`config.mk`:
```
export PLATFORM = sky130hd
export DESIGN_NAME = host_device_bus
export DESIGN_NICKNAME = d
export VERILOG_FILES = /design/src/rtl/host_device_bus.sv
export SDC_FILE = /design/constraint.sdc
export NUM_CORES = 1
export LEC_CHECK = 0
export ABC_CLOCK_PERIOD_IN_PS = 1150
export BUFFER_PORTS_ARGS = -buffer_cell sky130_fd_sc_hd__buf_2
export CAP_MARGIN = 30
export CORE_AREA = 2 2 106 108
export DETAILED_ROUTE_END_ITERATION = 12
export DIE_AREA = 0 0 108 110
export GPL_TIMING_DRIVEN = 0
export HOLD_SLACK_MARGIN = 0.03
export PLACE_DENSITY = 0.53
export SLEW_MARGIN = 15
export SYNTH_ARGS = -nofsm -noshare
export SYNTH_HDL_FRONTEND = slang
export SYNTH_HIERARCHICAL = 1
export SYNTH_SLANG_ARGS = --single-unit
```
`constraint.sdc`:
```
create_clock -name clk_i -period 1.15 [get_ports clk_i]
set_input_delay 0.0575 -clock clk_i [delete_from_list [all_inputs] [get_ports clk_i]]
set_output_delay 0.0575 -clock clk_i [all_outputs]
set_load 0.05 [all_outputs]
```
`src/rtl/host_device_bus.sv`:
```
// ---------------------------------------------------------------------------
// host_device_bus
//   Single-layer interconnect joining NrHosts bus masters to NrDevices
//   memory-mapped slaves. The request path is purely combinational: a
//   fixed-priority arbiter (lowest host index wins) picks one host, and its
//   address is decoded against per-device base/mask pairs. The response
//   path is registered: the winning host/device pair is captured on the
//   grant edge and used one cycle later to steer the device response back.
//
//   Optional build macro: BUS_UNMAPPED_ERR_EN
//     defined   - an address that matches no region is granted but no device
//                 is requested; the bus answers itself next cycle with
//                 rvalid=1, err=1, rdata=0.
//     undefined - an unmatched address goes to device NrDevices-1, which acts
//                 as the default slave and answers normally.
//
// Ports
//   clk_i, rst_ni           clock, async active-low reset
//   host_req_i/gnt_o        per-host request / same-cycle grant
//   host_addr/we/be/wdata_i per-host request payload
//   host_rvalid/rdata/err_o per-host response (one cycle after grant)
//   device_req_o            per-device request (at most one set)
//   device_addr/we/be/wdata_o winner payload broadcast to every device
//   device_rvalid/rdata/err_i per-device response (one cycle after request)
//   cfg_device_addr_base/mask per-device region; quasi-static
// ---------------------------------------------------------------------------

// Region match for one device: address bits under the mask must equal base.
module host_device_bus_dec #(
  parameter int AddressWidth = 32
) (
  input  logic [AddressWidth-1:0] addr,
  input  logic [AddressWidth-1:0] base,
  input  logic [AddressWidth-1:0] mask,
  output logic                    match
);
  assign match = ((addr & mask) == base);
endmodule

module host_device_bus #(
  parameter int NrDevices    = 1,
  parameter int NrHosts      = 1,
  parameter int DataWidth    = 32,
  parameter int AddressWidth = 32
) (
  input  logic                                   clk_i,
  input  logic                                   rst_ni,

  input  logic [NrHosts-1:0]                     host_req_i,
  output logic [NrHosts-1:0]                     host_gnt_o,
  input  logic [NrHosts-1:0][AddressWidth-1:0]   host_addr_i,
  input  logic [NrHosts-1:0]                     host_we_i,
  input  logic [NrHosts-1:0][DataWidth/8-1:0]    host_be_i,
  input  logic [NrHosts-1:0][DataWidth-1:0]      host_wdata_i,
  output logic [NrHosts-1:0]                     host_rvalid_o,
  output logic [NrHosts-1:0][DataWidth-1:0]      host_rdata_o,
  output logic [NrHosts-1:0]                     host_err_o,

  output logic [NrDevices-1:0]                   device_req_o,
  output logic [NrDevices-1:0][AddressWidth-1:0] device_addr_o,
  output logic [NrDevices-1:0]                   device_we_o,
  output logic [NrDevices-1:0][DataWidth/8-1:0]  device_be_o,
  output logic [NrDevices-1:0][DataWidth-1:0]    device_wdata_o,
  input  logic [NrDevices-1:0]                   device_rvalid_i,
  input  logic [NrDevices-1:0][DataWidth-1:0]    device_rdata_i,
  input  logic [NrDevices-1:0]                   device_err_i,

  input  logic [NrDevices-1:0][AddressWidth-1:0] cfg_device_addr_base,
  input  logic [NrDevices-1:0][AddressWidth-1:0] cfg_device_addr_mask
);

  localparam int HIW = (NrHosts   > 1) ? $clog2(NrHosts)   : 1;
  localparam int DIW = (NrDevices > 1) ? $clog2(NrDevices) : 1;

  // ---- arbitration -------------------------------------------------------
  logic           any_req;
  logic [HIW-1:0] win_idx;

  // Scan high to low so the lowest requesting index is the last writer.
  always_comb begin
    any_req = 1'b0;
    win_idx = '0;
    for (int i = NrHosts-1; i >= 0; i--) begin
      if (host_req_i[i]) begin
        any_req = 1'b1;
        win_idx = HIW'(i);
      end
    end
  end

  for (genvar h = 0; h < NrHosts; h++) begin : g_gnt
    assign host_gnt_o[h] = any_req && (win_idx == HIW'(h));
  end

  logic [AddressWidth-1:0] win_addr;
  logic                    win_we;
  logic [DataWidth/8-1:0]  win_be;
  logic [DataWidth-1:0]    win_wdata;

  assign win_addr  = host_addr_i[win_idx];
  assign win_we    = host_we_i[win_idx];
  assign win_be    = host_be_i[win_idx];
  assign win_wdata = host_wdata_i[win_idx];

  // ---- address decode ----------------------------------------------------
  logic [NrDevices-1:0] dev_match;

  for (genvar d = 0; d < NrDevices; d++) begin : g_dec
    host_device_bus_dec #(.AddressWidth(AddressWidth)) u_dec (
      .addr  (win_addr),
      .base  (cfg_device_addr_base[d]),
      .mask  (cfg_device_addr_mask[d]),
      .match (dev_match[d])
    );
  end

  logic           hit;
  logic [DIW-1:0] hit_idx;
  logic [DIW-1:0] tgt_idx;  // device that owns this transaction's response
  logic           tgt_req;  // whether a device port is actually requested

  // Overlapping regions resolve to the lowest device index.
  always_comb begin
    hit     = 1'b0;
    hit_idx = '0;
    for (int d = NrDevices-1; d >= 0; d--) begin
      if (dev_match[d]) begin
        hit     = 1'b1;
        hit_idx = DIW'(d);
      end
    end
  end

`ifdef BUS_UNMAPPED_ERR_EN
  assign tgt_idx = hit_idx;
  assign tgt_req = hit;
`else
  // Misses fall through to the last device, which serves as default slave.
  assign tgt_idx = hit ? hit_idx : DIW'(NrDevices-1);
  assign tgt_req = 1'b1;
`endif

  // ---- request fan-out ---------------------------------------------------
  // Payload is broadcast; only device_req_o qualifies it.
  for (genvar d = 0; d < NrDevices; d++) begin : g_dev
    assign device_req_o[d]   = any_req && tgt_req && (tgt_idx == DIW'(d));
    assign device_addr_o[d]  = win_addr;
    assign device_we_o[d]    = win_we;
    assign device_be_o[d]    = win_be;
    assign device_wdata_o[d] = win_wdata;
  end

  // ---- response steering register ---------------------------------------
  logic           rsp_vld_q;
  logic [HIW-1:0] host_q;
  logic [DIW-1:0] dev_q;
`ifdef BUS_UNMAPPED_ERR_EN
  logic           miss_q;
`endif

  always_ff @(posedge clk_i or negedge rst_ni) begin
    if (!rst_ni) begin
      rsp_vld_q <= 1'b0;
      host_q    <= '0;
      dev_q     <= '0;
`ifdef BUS_UNMAPPED_ERR_EN
      miss_q    <= 1'b0;
`endif
    end else begin
      rsp_vld_q <= any_req;
      if (any_req) begin
        host_q <= win_idx;
        dev_q  <= tgt_idx;
`ifdef BUS_UNMAPPED_ERR_EN
        miss_q <= !hit;
`endif
      end
    end
  end

  // ---- response path -----------------------------------------------------
  // Only the host granted last cycle sees device signals; everyone else is
  // held at zero so stray device activity never leaks to an idle host.
  always_comb begin
    host_rvalid_o = '0;
    host_err_o    = '0;
    host_rdata_o  = '0;
    for (int h = 0; h < NrHosts; h++) begin
      if (rsp_vld_q && (host_q == HIW'(h))) begin
`ifdef BUS_UNMAPPED_ERR_EN
        if (miss_q) begin
          host_rvalid_o[h] = 1'b1;
          host_err_o[h]    = 1'b1;
        end else begin
`else
        begin
`endif
          host_rvalid_o[h] = device_rvalid_i[dev_q];
          host_err_o[h]    = device_err_i[dev_q];
          host_rdata_o[h]  = device_rdata_i[dev_q];
        end
      end
    end
  end

endmodule

```
==> results.txt <==
Top-area cell type share of the netlist area: 64.4%
Yosys cell types: 4
Core Util, Final: 17.0%
Area occupied by multi-input gates: 255 um^2
Port bufs: 141
Met2 Track Usage GR: 8.27%
Largest Register: rsp_vld_q
Multiplexer area fraction after synthesis: 0%
Top FF cell, synth: dfrtp_1
Core Rows: 38
Syn-to-layout area delta: 119%
Busiest grt layer: met2
Initial antenna violation count: 0
Die Area: 11900 um^2
Ports: 275
FF+latch area: 26.3 um^2
Post-synth top cells: 71 x buf_4, 34 x and2_2, 3 x clkbuf_2
Core area: 10700 um^2
Final setup TNS: 0 ns
DRT Pass-1 Iters: 2
Syn avg cell area: 7.60 um^2
Final period utilization: 96.6%
Largest family of logic cells by synthesized area: buffers and inverters
Critical path data required time: 1.09 ns
Pre-CTS setup slack: -0.160 ns
Leak pwr: 1.09 nW
Hold Path Class: in -> reg
Die Y: 110 um
Tot Pwr: 1.27 mW
Max FFs per register: 1
Yosys warns: 6
Setup Viol. Count Final: 0
Post-synth EDFFs: 0
Syn_nets: 279
Fraction of layout cells with a size suffix above 1: 99.6%
Minimum clock period: 1.11 ns
Slew headroom: 81.4%
Seq cells post-synth: 1
Synth Instances: 109
DP HPWL: 2650 um
Outcome: finished clean
Met1 Usage GRT: 3.88%
Adder-cell share of the synthesized area: 0%
Post-Synth Simple-Gate Area: 30.8%
Worst setup SP type: flip-flop
Crit path kind: reg -> out
Final slew viol count: 0
Synth top area cells: buf_4 64%, and2_2 31%, dfrtp_1 3.0%, clkbuf_2 1.8%
Xor-xnor portion of the synthesized cell area: 0%
Data arrival time of the critical path: 1.05 ns
Min-delay src: host_req_i
Die W: 108 um
Final GP Congestion: 0.677
Final wirelength: 2980 um
NumNets Final: 425
Top flop regs: rsp_vld_q x1
VDD IR-drop max: 0.233 mV
Seq/Total Area, Yosys: 3.02%
Vias in the first global route: 887
Most common cell in the synthesized netlist: buf_4
Worst hold path cell count: 1
Highest Clock Rate: 0.901 GHz
Slew @ Worst Pin: 0.280 ns
Post-synthesis compound-gate area fraction: 0%
CP endpoint kind: output pin
Iteration-0 DRC Markers: 14
DR vias/cell: 2.87
Total grt overflow: 0
Met3 global-route usage: 0.118%
Remaining antenna violation count: 0
Hold Path Sink: rsp_vld_q
Synth area leader: buf_4
Residual DRC: 0
First-pass GRT wire length: 3680 um
Power density over the cells: 700 nW/um^2
# fillers: 1232
Post-route worst setup slack: 0.0396 ns
Mapped Area: 828 um^2
GRT Total Usage: 3.66%
Drt wl/cell: 7.58 um
Initial core utilization: 7.74%
Clock Pin Slew Worst Setup and Hold Paths: 0 ns
Max-capacitance violation count: 0
Async SR Flop Fraction: 100%
Final hold violations: 0
Largest net degree at the start of global routing: 11
Worst-path fanout max: 10
Antenna cells: 0
Via Count: 1129
metal layers:
layer / vias to the layer above / share of wire [%]
met5: - / 0
met3: 0 / 17
met4: 0 / 0
met2: 120 / 54
met1: 467 / 29
li1: 542 / -
metrics by stage:
stage	area [um^2]	hold WS (ns)	cells
floorplan	828	-0.238	109
global placement	1710	-0.167	390
detailed placement	1710	-0.167	390
CTS	1800	0.198	391
global route	1820	0.211	393
finish	1820	0.197	393
power breakdown:
group,internal (mW),switching (mW)
clock network,0,0
registers,0.0379,0.000817
logic,0.407,0.826
total,0.445,0.827
worst max-delay path by stage:
stage | start | to | slack, ns | cells after the start
3_3_place_gp | rsp_vld_q | host_rdata_o[26] | -0.14 | 3
3_5_place_dp | rsp_vld_q | host_rdata_o[26] | -0.16 | 3
4_1_cts | rsp_vld_q | host_rdata_o[26] | 0.03 | 3
5_1_grt | rsp_vld_q | host_rdata_o[2] | -0.01 | 4
2_1_floorplan | rsp_vld_q | host_err_o | 0.25 | 2
6_report | rsp_vld_q | host_rdata_o[12] | 0.04 | 4
cell type report:
cell class	instances	area share, %
plain buffers	74	30.6
repair buffers	144	44.3
multi-input cells	34	14.0
well taps	140	9.64
flip-flops and latches	1	1.45
layout by cell type, fill, tap and decap left out, drive strengths merged:
cell type / n
and2: 34
buf: 216
clkbuf: 1
dfrtp: 1
dlygate4sd3: 1
critical path, cell delays in order, from the launching register on:
cell     delay, ns
dfrtp_2       0.37
buf_4         0.16
buf_4         0.16
and2_2        0.17
buf_4         0.19
cell families (layout without fill, tap and decap cells):
family | Yosys count | count (layout)
buffers and inverters | 74 | 218
and+or+nand+nor | 34 | 34
DFF | 1 | 1
what timing repair did:
action                                  in CTS  in global routing
hold buffers                                 1                  0
endpoints found under the setup margin      30                 30
resized for setup                           31                  8
buffers inserted                             0                  2
endpoints found under the hold margin        1                  0
cloned                                       0                  0
No activity file was read; power rests on OpenSTA's default activity.
